==> src/rtl/game_pkg.sv <==
// game_pkg: screen constants, enemy-grid defaults and the collision FSM state type
// shared by collision_unit, its interface and its optional BCD score adder.
package game_pkg;

  localparam int H_RES         = 640;
  localparam int V_RES         = 480;
  localparam int BULLET_IDLE_Y = 480;

  localparam int DEF_ROWS     = 3;
  localparam int DEF_COLS     = 8;
  localparam int DEF_ENEMY_W  = 32;
  localparam int DEF_ENEMY_H  = 16;
  localparam int DEF_PITCH_X  = 48;
  localparam int DEF_PITCH_Y  = 32;
  localparam int DEF_BULLET_W = 4;
  localparam int DEF_BULLET_H = 10;
  localparam int DEF_POINTS   = 10;

  typedef enum logic [1:0] {
    IDLE = 2'd0,
    SCAN = 2'd1,
    DONE = 2'd2
  } state_e;

  // Elaboration-time conversion of a small decimal constant into four packed BCD digits.
  function automatic logic [15:0] to_bcd16(input int unsigned value);
    int unsigned v;
    logic [15:0] bcd;
    v   = (value > 32'd9999) ? 32'd9999 : value;
    bcd = 16'h0000;
    for (int d = 0; d < 4; d++) begin
      bcd[4*d +: 4] = 4'(v % 32'd10);
      v             = v / 32'd10;
    end
    return bcd;
  endfunction

endpackage

==> src/rtl/collision_unit_if.sv <==
// collision_unit_if: frame/bullet/formation inputs and hit/alive/score/finish outputs;
// the master modport drives the inputs, the slave modport is the collision_unit side.
interface collision_unit_if
  import game_pkg::*;
#(
  parameter int N_ENEMY = DEF_ROWS * DEF_COLS
);

  logic               frame_tick;
  logic [9:0]         bulletx;
  logic [9:0]         bullety;
  logic [9:0]         formx;
  logic [9:0]         formy;
  logic               col;
  logic [N_ENEMY-1:0] alive;
  logic [15:0]        score;
  logic               finish;

  modport master (
    output frame_tick, bulletx, bullety, formx, formy,
    input  col, alive, score, finish
  );

  modport slave (
    input  frame_tick, bulletx, bullety, formx, formy,
    output col, alive, score, finish
  );

endinterface

==> src/rtl/bcd_adder4.sv <==
// bcd_adder4: adds two 4-digit packed BCD values and saturates at 16'h9999 on overflow.
// Only instantiated by collision_unit when SCORE_BCD_EN is defined.
module bcd_adder4 (
  input  logic [15:0] a_i,
  input  logic [15:0] b_i,
  output logic [15:0] sum_o
);

  logic [4:0]  digit_raw_s;
  logic        carry_s;
  logic [15:0] digits_s;

  always_comb begin
    carry_s     = 1'b0;
    digits_s    = 16'h0000;
    digit_raw_s = 5'd0;
    for (int d = 0; d < 4; d++) begin
      digit_raw_s = {1'b0, a_i[4*d +: 4]} + {1'b0, b_i[4*d +: 4]} + {4'd0, carry_s};
      // A digit above nine wraps by adding six; its low nibble is the decimal digit.
      if (digit_raw_s > 5'd9) begin
        digits_s[4*d +: 4] = 4'(digit_raw_s + 5'd6);
        carry_s            = 1'b1;
      end else begin
        digits_s[4*d +: 4] = digit_raw_s[3:0];
        carry_s            = 1'b0;
      end
    end
    if (carry_s) begin
      sum_o = 16'h9999;
    end else begin
      sum_o = digits_s;
    end
  end

endmodule

==> src/rtl/collision_unit.sv <==
// collision_unit: once per frame scans the enemy grid for a bullet hit, kills the lowest
// hit enemy, pulses col, scores, and latches finish. SCORE_BCD_EN selects a BCD score.
module collision_unit
  import game_pkg::*;
#(
  parameter int ROWS     = DEF_ROWS,
  parameter int COLS     = DEF_COLS,
  parameter int ENEMY_W  = DEF_ENEMY_W,
  parameter int ENEMY_H  = DEF_ENEMY_H,
  parameter int PITCH_X  = DEF_PITCH_X,
  parameter int PITCH_Y  = DEF_PITCH_Y,
  parameter int BULLET_W = DEF_BULLET_W,
  parameter int BULLET_H = DEF_BULLET_H,
  parameter int POINTS   = DEF_POINTS
) (
  input  logic            clk,
  input  logic            reset,
  collision_unit_if.slave bus
);

  localparam int N  = ROWS * COLS;
  localparam int IW = (N > 1) ? $clog2(N) : 1;
  localparam int RW = (ROWS > 1) ? $clog2(ROWS) : 1;
  localparam int CW = (COLS > 1) ? $clog2(COLS) : 1;

  state_e         state_q, state_d;
  logic [IW-1:0]  idx_q, idx_d;
  logic [RW-1:0]  row_q, row_d;
  logic [CW-1:0]  cidx_q, cidx_d;
  logic [9:0]     bx_q, bx_d;
  logic [9:0]     by_q, by_d;
  logic [9:0]     fx_q, fx_d;
  logic [9:0]     fy_q, fy_d;
  logic [N-1:0]   alive_q, alive_d;
  logic [15:0]    score_q, score_d;
  logic           col_q, col_d;
  logic           finish_q, finish_d;

  logic [10:0]    bx_s, by_s, ex_s, ey_s;
  logic [N-1:0]   kill_s;
  logic [N-1:0]   survivors_s;
  logic           hit_s;
  logic           last_s;
  logic           start_s;
  logic [15:0]    score_add_s;

  // Rectangle overlap test for the enemy at the current scan index, all in 11 bits.
  always_comb begin
    bx_s        = {1'b0, bx_q};
    by_s        = {1'b0, by_q};
    ex_s        = {1'b0, fx_q} + (11'(cidx_q) * 11'(PITCH_X));
    ey_s        = {1'b0, fy_q} + (11'(row_q) * 11'(PITCH_Y));
    kill_s      = {{(N-1){1'b0}}, 1'b1} << idx_q;
    survivors_s = alive_q & ~kill_s;
    hit_s       = (|(alive_q & kill_s))
                  && (bx_s < (ex_s + 11'(ENEMY_W)))
                  && ((bx_s + 11'(BULLET_W)) > ex_s)
                  && (by_s < (ey_s + 11'(ENEMY_H)))
                  && ((by_s + 11'(BULLET_H)) > ey_s);
    last_s      = (idx_q == IW'(N - 1));
    start_s     = bus.frame_tick && (bus.bullety < 10'(BULLET_IDLE_Y)) && !finish_q;
  end

`ifdef SCORE_BCD_EN
  localparam logic [15:0] POINTS_BCD = to_bcd16(POINTS);

  bcd_adder4 u_bcd_adder4 (
    .a_i   (score_q),
    .b_i   (POINTS_BCD),
    .sum_o (score_add_s)
  );
`else
  logic [16:0] score_sum_s;

  always_comb begin
    score_sum_s = {1'b0, score_q} + 17'(POINTS);
    if (score_sum_s[16]) begin
      score_add_s = 16'hFFFF;
    end else begin
      score_add_s = score_sum_s[15:0];
    end
  end
`endif

  always_ff @(posedge clk) begin
    if (reset) begin
      state_q <= IDLE;
    end else begin
      state_q <= state_d;
    end
  end

  always_comb begin
    state_d = state_q;
    case (state_q)
      IDLE: begin
        if (start_s) begin
          state_d = SCAN;
        end else begin
          state_d = IDLE;
        end
      end
      SCAN: begin
        if (hit_s) begin
          if (survivors_s == {N{1'b0}}) begin
            state_d = DONE;
          end else begin
            state_d = IDLE;
          end
        end else if (last_s) begin
          state_d = IDLE;
        end else begin
          state_d = SCAN;
        end
      end
      DONE: state_d = DONE;
      default: state_d = IDLE;
    endcase
  end

  always_comb begin
    idx_d    = idx_q;
    row_d    = row_q;
    cidx_d   = cidx_q;
    bx_d     = bx_q;
    by_d     = by_q;
    fx_d     = fx_q;
    fy_d     = fy_q;
    alive_d  = alive_q;
    score_d  = score_q;
    col_d    = 1'b0;
    finish_d = finish_q;
    case (state_q)
      IDLE: begin
        if (start_s) begin
          idx_d  = {IW{1'b0}};
          row_d  = {RW{1'b0}};
          cidx_d = {CW{1'b0}};
          bx_d   = bus.bulletx;
          by_d   = bus.bullety;
          fx_d   = bus.formx;
          fy_d   = bus.formy;
        end else begin
          idx_d = idx_q;
        end
      end
      SCAN: begin
        if (hit_s) begin
          alive_d  = survivors_s;
          col_d    = 1'b1;
          score_d  = score_add_s;
          finish_d = (survivors_s == {N{1'b0}});
        end else begin
          // Row/column counters track the index so the enemy origin needs no divide.
          idx_d = idx_q + IW'(1);
          if (cidx_q == CW'(COLS - 1)) begin
            cidx_d = {CW{1'b0}};
            row_d  = row_q + RW'(1);
          end else begin
            cidx_d = cidx_q + CW'(1);
          end
        end
      end
      DONE: finish_d = 1'b1;
      default: col_d = 1'b0;
    endcase
  end

  always_ff @(posedge clk) begin
    if (reset) begin
      idx_q    <= {IW{1'b0}};
      row_q    <= {RW{1'b0}};
      cidx_q   <= {CW{1'b0}};
      bx_q     <= 10'd0;
      by_q     <= 10'd0;
      fx_q     <= 10'd0;
      fy_q     <= 10'd0;
      alive_q  <= {N{1'b1}};
      score_q  <= 16'h0000;
      col_q    <= 1'b0;
      finish_q <= 1'b0;
    end else begin
      idx_q    <= idx_d;
      row_q    <= row_d;
      cidx_q   <= cidx_d;
      bx_q     <= bx_d;
      by_q     <= by_d;
      fx_q     <= fx_d;
      fy_q     <= fy_d;
      alive_q  <= alive_d;
      score_q  <= score_d;
      col_q    <= col_d;
      finish_q <= finish_d;
    end
  end

  assign bus.col    = col_q;
  assign bus.alive  = alive_q;
  assign bus.score  = score_q;
  assign bus.finish = finish_q;

endmodule

==> src/flat_wrapper.sv <==
// flat-port wrapper written by rule: the top's interface ports become plain ports
module collision_unit_flat import game_pkg::*;
#(
  parameter int ROWS     = DEF_ROWS,
  parameter int COLS     = DEF_COLS,
  parameter int ENEMY_W  = DEF_ENEMY_W,
  parameter int ENEMY_H  = DEF_ENEMY_H,
  parameter int PITCH_X  = DEF_PITCH_X,
  parameter int PITCH_Y  = DEF_PITCH_Y,
  parameter int BULLET_W = DEF_BULLET_W,
  parameter int BULLET_H = DEF_BULLET_H,
  parameter int POINTS   = DEF_POINTS
)
  (clk, reset, bus_frame_tick, bus_bulletx, bus_bullety, bus_formx, bus_formy, bus_col, bus_alive, bus_score, bus_finish);
  collision_unit_if #(.N_ENEMY((DEF_ROWS * DEF_COLS))) bus_i ();
  input  logic clk;
  input  logic reset;
  input wire logic [$bits(bus_i.frame_tick)-1:0] bus_frame_tick;
  input wire logic [$bits(bus_i.bulletx)-1:0] bus_bulletx;
  input wire logic [$bits(bus_i.bullety)-1:0] bus_bullety;
  input wire logic [$bits(bus_i.formx)-1:0] bus_formx;
  input wire logic [$bits(bus_i.formy)-1:0] bus_formy;
  output wire logic [$bits(bus_i.col)-1:0] bus_col;
  output wire logic [$bits(bus_i.alive)-1:0] bus_alive;
  output wire logic [$bits(bus_i.score)-1:0] bus_score;
  output wire logic [$bits(bus_i.finish)-1:0] bus_finish;
  assign bus_i.frame_tick = bus_frame_tick;
  assign bus_i.bulletx = bus_bulletx;
  assign bus_i.bullety = bus_bullety;
  assign bus_i.formx = bus_formx;
  assign bus_i.formy = bus_formy;
  assign bus_col = bus_i.col;
  assign bus_alive = bus_i.alive;
  assign bus_score = bus_i.score;
  assign bus_finish = bus_i.finish;
  collision_unit #(.ROWS(ROWS), .COLS(COLS), .ENEMY_W(ENEMY_W), .ENEMY_H(ENEMY_H), .PITCH_X(PITCH_X), .PITCH_Y(PITCH_Y), .BULLET_W(BULLET_W), .BULLET_H(BULLET_H), .POINTS(POINTS)) u_core (.clk(clk), .reset(reset), .bus(bus_i));
endmodule
==> config.mk <==
export PLATFORM = sky130hd
export DESIGN_NAME = collision_unit_flat
export DESIGN_NICKNAME = d
export VERILOG_FILES = /design/src/rtl/game_pkg.sv /design/src/rtl/collision_unit_if.sv /design/src/rtl/bcd_adder4.sv /design/src/rtl/collision_unit.sv /design/src/flat_wrapper.sv
export SDC_FILE = /design/constraint.sdc
export NUM_CORES = 1
export LEC_CHECK = 0
export BUFFER_PORTS_ARGS = -buffer_cell sky130_fd_sc_hd__buf_2
export CAP_MARGIN = 5
export CORE_ASPECT_RATIO = 0.75
export CORE_UTILIZATION = 35
export CTS_BUF_LIST = sky130_fd_sc_hd__clkbuf_8
export CTS_CLUSTER_DIAMETER = 80
export DETAILED_ROUTE_END_ITERATION = 10
export GPL_TIMING_DRIVEN = 1
export PLACE_DENSITY = 0.64
export SYNTH_ARGS = -nofsm -noshare
export SYNTH_HDL_FRONTEND = slang
export SYNTH_SLANG_ARGS = --single-unit
==> constraint.sdc <==
create_clock -name clk -period 4.3 [get_ports clk]
set_input_delay 1.075 -clock clk [delete_from_list [all_inputs] [get_ports clk]]
set_output_delay 1.075 -clock clk [all_outputs]
set_load 0.005 [all_outputs]
=== Word-level counts from Yosys, hierarchy flattened ===
Index checks and enable logic that the tools add are counted.

* Bitwise operators: 4
* $mul: 1
* Eq/ne operators: 8
* Order comparisons: 5
* Reduce and logical (&&, ||, !) cells: 18
* $add $sub $neg: 10
* Multiplexer cells: 20
* Shifts and indexed selects: 1

{| class="wikitable"
|+ Operators with widths
! operator !! count
|-
| $and A24 B24 Y24 || 2
|-
| $logic_not A24 Y1 || 1
|-
| $not A24 Y24 || 1
|-
| $reduce_or A24 Y1 || 1
|-
| $shl A1 B5 Y24 const A || 1
|-
| $gt A11 B11 Y1 || 2
|-
| $lt A10 B11 Y1 || 2
|-
| $add A16 B4 Y17 const B || 1
|-
| $mux W16 || 1
|-
| $add A10 B3 Y11 const B || 1
|-
| $add A10 B4 Y11 const B || 1
|-
| $add A10 B7 Y11 || 1
|-
| $add A10 B9 Y11 || 1
|-
| $add A11 B5 Y11 const B || 1
|-
| $add A11 B6 Y11 const B || 1
|-
| $lt A10 B9 Y1 const B || 1
|-
| $mux W2 || 5
|-
| $mux W5 || 2
|-
| $pmux W5 S2 || 1
|-
| $mux W3 || 3
|-
| $logic_and A1 B1 Y1 || 6
|-
| $ne A2 B1 Y1 const B || 3
|-
| $pmux W2 S3 || 1
|-
| $pmux W3 S2 || 1
|-
| 20 further kinds || 26
|}

* Input port bits: 43
* Register bits after elaboration: 94
* Logic and storage cells: 79
* Output and inout bits: 42

=== Logic depth before layout (Yosys ltp) ===
Gate-level depths: netlist (run 1).

* Depth in word-level cells: 10
* Gate-level depth with buffers: 20
* Depth with buffers taken out: 18

=== Worst setup path after synthesis (run 1) ===
No wires, ideal clock.

* Kind: reg-to-reg
* Start point: register u_core.cidx_q[1]
* End point: register u_core.score_q[3], in the netlist u_core.bus.score[3]
* Path slack: 0.038 ns
* Setup time: 0.132 ns
* Data required time: 4.168 ns
* Arrival: 4.130 ns
* Cell stages (with the launch flop): 18
* Buffers on the path: 1
* Path through: dfxtp_1 > ha_1 > fa_1 > ha_1 > a21oi_1 > and3_1 > or2_2 > nor3_1 > xor2_1 > ha_1 > a21o_1 > a211oi_1 > a21oi_1 > a221oi_2 > nand3_2 > buf_2 > nor4b_1 > nor3_1

* Word-level cells in the longest chain between the ends: 9
* Elaborated cells on any way between the ends: 10
* Those cells by class: add/sub (2); mul (1); order compare (2); reduce/logical (5)

{| class="wikitable"
|+ RTL lines
! element !! RTL line !! RTL
|-
| from (decl) || collision_unit.sv:29 || <nowiki>logic [CW-1:0] cidx_q, cidx_d;</nowiki>
|-
| from (signal assigned) || collision_unit.sv:173 || <nowiki>cidx_q <= {CW{1'b0}};</nowiki>
|-
| from (signal assigned) || collision_unit.sv:185 || <nowiki>cidx_q <= cidx_d;</nowiki>
|-
| $mul A3 B2 Y5 (*) || collision_unit.sv:51 || <nowiki>ex_s = {1'b0, fx_q} + (11'(cidx_q) * 11'(PITCH_X));</nowiki>
|-
| $add A10 B9 Y11 (*) || collision_unit.sv:51 ||
|-
| $add A11 B6 Y11 || collision_unit.sv:56 || <nowiki>&& (bx_s < (ex_s + 11'(ENEMY_W)))</nowiki>
|-
| $lt A10 B11 Y1 || collision_unit.sv:56 ||
|-
| $logic_and A1 B1 Y1 || collision_unit.sv:56 ||
|-
| $logic_and A1 B1 Y1 (*) || collision_unit.sv:57 || <nowiki>&& ((bx_s + 11'(BULLET_W)) > ex_s)</nowiki>
|-
| $logic_and A1 B1 Y1 (*) || collision_unit.sv:58 || <nowiki>&& (by_s < (ey_s + 11'(ENEMY_H)))</nowiki>
|-
| $logic_and A1 B1 Y1 (*) || collision_unit.sv:59 || <nowiki>&& ((by_s + 11'(BULLET_H)) > ey_s);</nowiki>
|-
| $reduce_and A2 Y1 (no source line) (*) || n/a ||
|-
| to (signal assigned) || collision_unit.sv:191 || <nowiki>score_q <= score_d;</nowiki>
|-
| to (decl) || collision_unit.sv:35 || <nowiki>logic [15:0] score_q, score_d;</nowiki>
|}

Every way passes the cells marked *; elsewhere a longest branch is shown, timed or not.
A chain may end at the register's enable or synchronous reset.

=== Worst setup path after layout (run 1) ===
* Start point: register u_core.cidx_q[1]
* End point: register u_core.alive_q[8], in the netlist u_core.bus.alive[8]

* Word-level cells in the longest chain between the ends: 9
* Elaborated cells on any way between the ends: 10
* Those cells by class: add/sub (2); mul (1); order compare (2); reduce/logical (5)

{| class="wikitable"
|+ RTL lines
! element !! RTL line !! RTL
|-
| $mul A3 B2 Y5 (*) || collision_unit.sv:51 ||
|-
| $add A10 B9 Y11 (*) || collision_unit.sv:51 ||
|-
| $add A11 B6 Y11 || collision_unit.sv:56 ||
|-
| $lt A10 B11 Y1 || collision_unit.sv:56 ||
|-
| $logic_and A1 B1 Y1 || collision_unit.sv:56 ||
|-
| $logic_and A1 B1 Y1 (*) || collision_unit.sv:57 ||
|-
| $logic_and A1 B1 Y1 (*) || collision_unit.sv:58 ||
|-
| $logic_and A1 B1 Y1 (*) || collision_unit.sv:59 ||
|-
| $reduce_and A2 Y1 (no source line) (*) || n/a ||
|-
| to (signal assigned) || collision_unit.sv:178 || <nowiki>alive_q <= {N{1'b1}};</nowiki>
|-
| to (signal assigned) || collision_unit.sv:190 || <nowiki>alive_q <= alive_d;</nowiki>
|-
| to (decl) || collision_unit.sv:34 || <nowiki>logic [N-1:0] alive_q, alive_d;</nowiki>
|}

Marks and branches as above.

==> results of run 1 <==
[layout by cell type (no fill, tap or decap), types with 5 or more instances in the layout]
master / count
nand2_1: 115
dfxtp_1: 92
buf_2: 85
a21oi_1: 80
ha_1: 58
nand3_1: 42
nor2_1: 35
buf_4: 32
inv_1: 30
a21o_1: 20
nor3_1: 17
nand2b_1: 16
xnor2_1: 13
xor2_1: 12
o21ai_0: 12
nand4_1: 11
and3_1: 9
nand3b_1: 9
clkbuf_8: 9
a21oi_2: 7
nor4_1: 7
buf_6: 7
nor3b_1: 6
a22oi_1: 6
nor2b_1: 6
nand3_2: 6
o21ai_1: 5
[layout make-up]
cell class | instances | area [um^2]
clock inverter | 7 | 67.6
clock buffer | 9 | 124
sequential | 94 | 1880
multi-input combinational | 591 | 4110
fill | 1656 | 9320
timing repair buffer | 131 | 895
tap | 215 | 269
inverter | 28 | 105
[timing repair]
action | in CTS | in global routing
pin swaps | 43 | 22
buffers inserted | 6 | 4
gates cloned | 3 | 1
resized for setup | 35 | 34
endpoints found under the setup margin | 51 | 54
[flip-flops by register name (all words and copies together), names as in the netlist]
name               count
u_core.bus.alive      24
u_core.bus.col         1
u_core.bus.finish      1
u_core.bus.score      16
u_core.bx_q           10
u_core.by_q           10
u_core.cidx_q          3
u_core.fx_q           10
u_core.fy_q           10
u_core.idx_q           5
u_core.row_q           2
u_core.state_q         2
[worst max-delay path, delay by kind of cell, from the launching register on]
family	cells	cell delay, ps
fa+ha+maj	3	1020
simple gates	7	1240
buf+inv	3	370
xor+xnor	2	310
flops	1	350
compound gates	5	990
[metrics by stage]
step	power, W	hold WS, ps	instances	cell area, um^2	worst slack (ps)
after CTS	0.00204	459	1072	7310	-112
after detailed placement	0.00139	446	1047	6820	-207
after floorplan	0.00123	436	754	6000	38.1
after global routing	0.00213	481	1075	7460	-262
final	0.00202	459	1075	7460	-96.0
after global placement	0.00139	444	1047	6820	-131
[per-layer routing]
| metal | track usage, % | wire length (um) | up-vias |
|---|---|---|---|
| met4 | 3.77 | 161 | 0 |
| met2 | 28.8 | 6950 | 124 |
| met3 | 4.26 | 800 | 12 |
| met1 | 25.5 | 8170 | 2670 |
| li1 | - | - | 2912 |
| met5 | 0 | 0 | - |
[where the power goes]
| part | switching [W] | total (W) | internal (W) | leakage, nW |
|---|---|---|---|---|
| sequential | 0.0000354 | 0.000935 | 0.000900 | 0.763 |
| clock | 0.000336 | 0.000602 | 0.000266 | 0.102 |
| combinational | 0.000265 | 0.000486 | 0.000221 | 2.03 |
[worst max path at each step]
stage,startpoint,cells after the start,slack (ps),to
after floorplan,u_core.cidx_q[1],17,40,u_core.bus.score[3]
after global placement,u_core.cidx_q[0],17,-130,u_core.bus.score[6]
after detailed placement,u_core.cidx_q[0],19,-210,u_core.bus.score[10]
after CTS,u_core.cidx_q[1],22,-110,u_core.bus.alive[15]
after global routing,u_core.cidx_q[1],20,-260,u_core.bus.alive[8]
final,u_core.cidx_q[1],20,-100,u_core.bus.alive[8]
[kinds of logic (layout without fill, tap and decap cells)]
kind of cell	Yosys count	in the layout	share of synthesized area (%)
XOR/XNOR	26	26	3.80
adder cells (fa/ha/maj)	66	66	14.1
AND/OR/NAND/NOR	309	309	25.7
AO/OA/AOI/OAI	185	185	19.3
buffers and inverters	69	175	4.88
multiplexers	5	5	0.897
flip-flops	94	94	31.4
==> metrics, run 1 <==
clock buffer count from CTS 9; final worst clock skew 12.5 ps; Die X 153 um; worst slew pin tran 982 ps; crit path time final 4400 ps; max-slew violation count 0; final setup fails 25; Cell Area, Synth 6000 um^2; CP Capture Type flip-flop; slowest CP cell fa_2; top cells by area, synth dfxtp_1 (31%), ha_1 (13%), a21oi_1 (7.3%); DRC viols 0; root buf cell clkbuf_8; post-synthesis sequential area ratio 31.4%; Yosys cell types 61; Worst path most repeated cell buf_6; failing checks setup timing; dpl hpwl 11,200 um; Sink Count 94; Hold-fix buffers, CTS 0; largest net degree at the start of global routing 51; WL/cell 15.0 um; Die Y-Extent 115 um; final worst setup slack -96.0 ps; Initial Util 35.7%; Mapped Nets 862; Slew headroom 34.5%; top_reg_cell synth dfxtp_1; worst hold path startpoint u_core.fy_q[2]; Arrival @ worst endpoint 4680 ps; worst r2r path cells 20; post-synthesis cell count 754; drt pass-1 iters 5; CP cell instances buf_6, fa_2, xor2_4, ha_4, buf_6, nand3_4, and3_4, nor4_4, nand2_1, xnor2_1, ha_1, nand3_2, a21oi_2, a211oi_2, a21oi_2, a221oi_2, nand3_2, buf_6, or3_1, a21o_1; top-count cell post-synth nand2_1; status complete, but fails checks; r2r setup slk -100 ps; Final Hold Viols 0; clk_lat worst skew 380 ps; die area 17,700 um^2; Clock transition at path regs 100 ps; Port Buffers 84; vias in the first global route 5,189; GRT overflow 0; synth cell count leaders nand2_1 (115), dfxtp_1 (94), a21oi_1 (87); first-pass GRT wire length 26,100 um; crit share post-route 102%; syn_area_per_cell 7.95 um^2; Yosys top cell area share 31.4%; antenna viol nets, final 0; Final Routed Wirelength 16,100 um; YS warnings 0; Via-to-Cell Ratio 5.32; PD cells 271 nW/um^2; Worst Hold End u_core.fy_q[2]; area grow syn2layout 24.3%; Ports 85; Final #Nets 963; Tot GR Track Use 18.3%; Worst Path Required 4580 ps; Post-synth EDFFs 0; Max clock buf depth 2; initial DRC count 426; synthesis-stage register bit count 94; GP Congestion 0.842; H-Tree Depth 3; area leader, netlist dfxtp_1; RSZ-0062 raised after global routing yes; Setup crit start kind flip-flop; Max VDD drop 0.133 mV; number of diodes 0; row cnt 41; max-cap viol count 0; leakage 2.89 nW; WHS Path Cells 2; Layout Utilization 44.4%; CP peak stage delay 420 ps; RR Endpoint u_core.bus.alive[8]; maximum fanout along the worst path 3; kind of critical path flip-flop to flip-flop; initial antenna violation count 0; Max Clock Freq 227 MHz; ys async rst share 0%; Hold Path Class flip-flop to flip-flop; core area 16,800 um^2; RR Startpoint u_core.cidx_q[1]; CTS tree yes; via count 5,718; Post-Route Setup TNS -975 ps; share of cells above drive strength 1 23.4%
(Power assumes the default switching activity.)
==> run 2: changes to the inputs <==
--- a/config.mk
+++ b/config.mk
@@ -13,7 +13,8 @@
 export CTS_CLUSTER_DIAMETER = 80
 export DETAILED_ROUTE_END_ITERATION = 10
 export GPL_TIMING_DRIVEN = 1
-export PLACE_DENSITY = 0.64
+export PLACE_DENSITY = 0.62
+export SKIP_CTS_REPAIR_TIMING = 1
 export SYNTH_ARGS = -nofsm -noshare
 export SYNTH_HDL_FRONTEND = slang
 export SYNTH_SLANG_ARGS = --single-unit
==> constraint.sdc (replaced) <==
create_clock -name clk -period 5.35 [get_ports clk]
set_input_delay 1.3375 -clock clk [delete_from_list [all_inputs] [get_ports clk]]
set_output_delay 1.3375 -clock clk [all_outputs]
set_load 0.005 [all_outputs]
==> run 2 against run 1 <==
Effect of this change:
- the run now ends clean
- global-route usage shrank 1.0 points
- clock power is 9.3% lower
- worst hold slack lost 0.75 ps
- via count is 3.7% lower
- largest cell class unchanged
==> metrics, run 2 (synthesized netlist as in run 1, its figures left out) <==
pre-CTS setup slack 532 ps; Setup crit start kind flip-flop; vias in the first global route 4,905; share of cells above drive strength 1 14.7%; r2r setup slk 480 ps; DRC viols 0; row cnt 41; area grow syn2layout 13.2%; Sink Count 94; GP Congestion 0.875; final worst clock skew 12.9 ps; Final Routed Wirelength 14,800 um; crit share post-route 90.9%; max reg flops 24; core area 16,800 um^2; Hold Path Class flip-flop to flip-flop; largest net degree at the start of global routing 101; placed cell count 1,018; Die Y-Extent 115 um; Final #Nets 922; max-slew violation count 0; dpl hpwl 10,600 um; Tot GR Track Use 17.3%; CTS tree yes; leakage 2.65 nW; Final Hold Viols 0; Post-Route Setup TNS 0 ps; Slew headroom 29.2%; Port Buffers 84; CP cell instances ha_1, fa_1, ha_1, nand3_1, and3_1, or2_2, nor3_1, xor2_1, ha_1, a21o_1, a211oi_1, a21oi_1, a221oi_2, and3_1, buf_4, a41oi_1, a311oi_1; slowest CP cell fa_1; Max Clock Freq 206 MHz; Ports 85; antenna viol nets, final 0; drt pass-1 iters 5; commonest non-fill, non-tap cells in the layout nand2_1 (115), dfxtp_1 (94), a21oi_1 (87); crit path time final 4870 ps; Clock transition at path regs 100 ps; Max VDD drop 0.113 mV; status finished clean; die area 17,700 um^2; worst slew pin tran 1060 ps; commonest non-fill, non-tap cell in the layout nand2_1; final setup fails 0; first-pass GRT wire length 24,800 um; number of diodes 0; fin cells 1,034; final worst setup slack 484 ps; Via-to-Cell Ratio 5.32; PD cells 236 nW/um^2; initial DRC count 304; Max clock buf depth 2; CP peak stage delay 430 ps; maximum fanout along the worst path 29; H-Tree Depth 3; Worst path most repeated cell ha_1; Die X 153 um; max-cap viol count 0; GRT overflow 0; initial antenna violation count 0; CP Capture Type flip-flop; WL/cell 14.3 um; Pwr Total 0.00161 W; Initial Util 35.7%; RSZ-0062 raised after global routing no; via count 5,504; kind of critical path flip-flop to flip-flop; Arrival @ worst endpoint 5160 ps; clk_lat worst skew 390 ps; root buf cell clkbuf_8; clock buffer count from CTS 9; Worst Path Required 5640 ps
## run 2: cell count changes in the layout (fill, tap and decap cells not counted), sizes merged
| cell | previous run | this run |
|---|---|---|
| buf | 131 | 90 |
| clkinv | 3 | 1 |
| clkbuf | 9 | 10 |
| bufinv | 1 | 2 |
## run 2: metrics by stage
| step | hold WS [ps] | instance area, um^2 | util (%) |
|---|---|---|---|
| finish | 458 | 6790 | 40.5 |
| global route | 487 | 6790 | 40.5 |
| CTS | 461 | 6790 | 40.5 |
| detailed placement | 448 | 6570 | 39.1 |
| global placement | 443 | 6570 | 39.1 |
| floorplan | 436 | 6000 | - |
## run 2: area by class of cell
class / count / area, um^2
multi-input combinational: 591 / 3840
clock buffer: 10 / 138
tap: 215 / 269
timing repair buffer: 90 / 468
clock inverter: 6 / 85.1
sequential: 94 / 1880
inverter: 28 / 105
fill: 1746 / 9990
## run 2: where the power goes
part	internal [W]	total (W)	switching [W]
Clock	0.000275	0.000546	0.000270
Sequential	0.000723	0.000751	0.0000280
Combinational	0.000123	0.000308	0.000185
Total	0.00112	0.00161	0.000484
## run 2: path summary, 6_finish.rpt
check / start / end / cells past startpoint
max: u_core.cidx_q[1] / u_core.bus.score[10] / 17
min reg2reg: u_core.fy_q[3] / u_core.fy_q[3] / 2
max reg2reg: u_core.cidx_q[1] / u_core.bus.score[10] / 17
min: u_core.fy_q[3] / u_core.fy_q[3] / 2
## run 2: worst max-delay path: cells and delay by family, from the launching register on
family                   cells  cell delay (ps)
AO/OA/AOI/OAI                6             1450
adder cells (fa/ha/maj)      4             1320
AND/OR/NAND/NOR              5             1080
flip-flops                   1              420
buffers and inverters        1              300
XOR/XNOR                     1              180
## run 2: layer usage
metal | GRT usage [%] | wire length, um | vias up
met4 | 3.70 | 101 | 0
met1 | 25.5 | 8030 | 2549
li1 | - | - | 2816
met3 | 4.37 | 734 | 11
met5 | 0 | 0 | -
met2 | 25.0 | 5930 | 128
==> run 3: changes to the inputs <==
--- a/config.mk
+++ b/config.mk
@@ -7,7 +7,6 @@
 export LEC_CHECK = 0
 export BUFFER_PORTS_ARGS = -buffer_cell sky130_fd_sc_hd__buf_2
 export CAP_MARGIN = 5
-export CORE_ASPECT_RATIO = 0.75
 export CORE_UTILIZATION = 35
 export CTS_BUF_LIST = sky130_fd_sc_hd__clkbuf_8
 export CTS_CLUSTER_DIAMETER = 80
==> run 3 against run 2 <==
Effect of this change:
- sequential power hardly changed
- count of clock-buffer cells in the layout unchanged
- combinational power down 1%
- fmax fell by 0.35%
- final area fell by 0.28%
- global-route usage is 0.33 points higher
- register-to-register slack got worse by 20 ps
- critical endpoint is now u_core.bus.score[14]
- largest power group unchanged
==> metrics, run 3 (synthesized netlist as in run 1, its figures left out) <==
status finished clean; Worst Hold End u_core.by_q[0]; Crit path max-delay family compound AO/OA/AOI/OAI gates; Max clock buf depth 2; Flop pwr share 48.3%; Post-Route Setup TNS 0 ps; via count 5,564; commonest non-fill, non-tap cells in the layout nand2_1 (115), dfxtp_1 (94), a21oi_1 (87); clock share of power 32.2%; placed cell count 1,022; H-Tree Depth 3; WHS Path Cells 2; fin cells 1,038; fill cell count 1,717; antenna viol nets, final 0; max-slew violation count 0; max reg flops 24; Layout Utilization 40.7%; vias in the first global route 5,157; clk_lat worst skew 380 ps; final worst setup slack 467 ps; Final #Nets 921; drt pass-1 iters 5; commonest non-fill, non-tap cell in the layout nand2_1; Via-to-Cell Ratio 5.36; clock buffer count from CTS 9; WL/cell 14.4 um; Tot GR Track Use 17.6%; RR Endpoint u_core.bus.score[14]; Ports 85; final setup fails 0; Max Clock Freq 205 MHz; CP Capture Type flip-flop; Final Routed Wirelength 15,000 um; core area 16,600 um^2; hold_ws 461 ps; largest net degree at the start of global routing 101; initial DRC count 325; pre-CTS setup slack 511 ps; final worst clock skew 17.4 ps; Final Hold Viols 0; Die Y-Extent 133 um; area grow syn2layout 12.9%; WP buf/inv 1; crit path time final 4880 ps; GRT overflow 0; Die X 133 um; Sink Count 94; CP peak stage delay 430 ps; worst hold path startpoint u_core.by_q[0]; multi-input gate area in the final layout 3840 um^2; crit share post-route 91.3%; Hold Path Class flip-flop to flip-flop; combinational power share 19.5%; Slew headroom 29.3%; max-cap viol count 0; Storage cell area 1880 um^2; kind of critical path flip-flop to flip-flop; initial antenna violation count 0; first-pass GRT wire length 25,400 um; worst r2r path cells 17; RR Startpoint u_core.cidx_q[1]; DRC viols 0; share of cells above drive strength 1 14.7%; maximum fanout along the worst path 14; root buf cell clkbuf_8; slowest CP cell fa_1; Port Buffers 84; CP cell instances ha_1, fa_1, ha_1, a21oi_1, a21oi_1, or2_2, nor3_1, xor2_1, ha_1, a21o_1, a211oi_1, a21oi_1, a221oi_2, nand3_2, buf_4, nor4_1, a211oi_1; internal power 0.00108 W; Max VDD drop 0.121 mV; CTS tree yes; RSZ-0062 raised after global routing no; GP Congestion 0.844; die area 17,700 um^2; row cnt 47; switching share of power 30.9%; Worst Path Required 5560 ps; worst slew pin tran 1060 ps; Initial Util 36.0%; leakage 2.63 nW; r2r setup slk 470 ps; Clock transition at path regs 100 ps; Arrival @ worst endpoint 5100 ps; number of diodes 0; Setup crit start kind flip-flop; net switching power 0.000481 W; dpl hpwl 10,700 um; PD cells 230 nW/um^2
-- run 3: cell types whose count changed in the layout (fill, tap and decap cells not counted) --
cell / delta
clkinvlp_4: +1
inv_1: -1
bufinv_16: -1
buf_4: -1
inv_6: +1
-- run 3: routing by layer --
metal	GRT usage, %	part of all wire, %	vias to the layer above	routed length (um)
met5	0	0	-	0
met4	4.66	1.1	0	164
met3	3.07	4.5	17	680
met2	26.6	44	146	6540
met1	25.5	51	2591	7600
li1	-	-	2810	-
-- run 3: worst max path at each step --
stage / slack (ps) / depth (start not counted) / startpoint / endpoint
2_1_floorplan: 1090 / 17 / u_core.cidx_q[1] / u_core.bus.score[3]
3_3_place_gp: 600 / 17 / u_core.cidx_q[1] / u_core.bus.score[14]
3_5_place_dp: 510 / 17 / u_core.cidx_q[1] / u_core.bus.score[14]
4_1_cts: 500 / 17 / u_core.cidx_q[1] / u_core.bus.score[14]
5_1_grt: 9 / 18 / u_core.cidx_q[1] / u_core.bus.score[3]
6_report: 470 / 17 / u_core.cidx_q[1] / u_core.bus.score[14]
-- run 3: layout make-up --
class | count | share of cell area, %
inverter | 28 | 1.55
clock inverter | 6 | 0.998
clock buffer | 10 | 2.03
sequential | 94 | 27.8
timing repair buffer | 89 | 6.80
multi-input combinational | 591 | 56.7
tap | 220 | 4.07
-- run 3: power by group through the flow --
stage / clock network (W) / registers, W / logic, W
2_1_floorplan: 0 / 0.000759 / 0.000226
3_3_place_gp: 0 / 0.000768 / 0.000302
3_5_place_dp: 0 / 0.000768 / 0.000305
4_1_cts: 0.000522 / 0.000752 / 0.000308
5_1_grt: 0.000552 / 0.000757 / 0.000351
6_report: 0.000502 / 0.000752 / 0.000304
-- run 3: worst register-to-register path, cell delays in order, from the launching register on --
cell and delay [ps]:
dfxtp_1 420, ha_1 250, fa_1 430, ha_1 360, a21oi_1 190, a21oi_1 130, or2_2 350, nor3_1 220
xor2_1 170, ha_1 260, a21o_1 180, a211oi_1 320, a21oi_1 150, a221oi_2 360, nand3_2 270, buf_4 280
nor4_1 270, a211oi_1 100
-- run 3: stage by stage --
stage          cell area (um^2)  total power, W
4_1_cts                    6770         0.00158
3_3_place_gp               6560         0.00107
5_1_grt                    6770         0.00166
6_report                   6770         0.00156
2_1_floorplan              6000        0.000985
3_5_place_dp               6560         0.00107
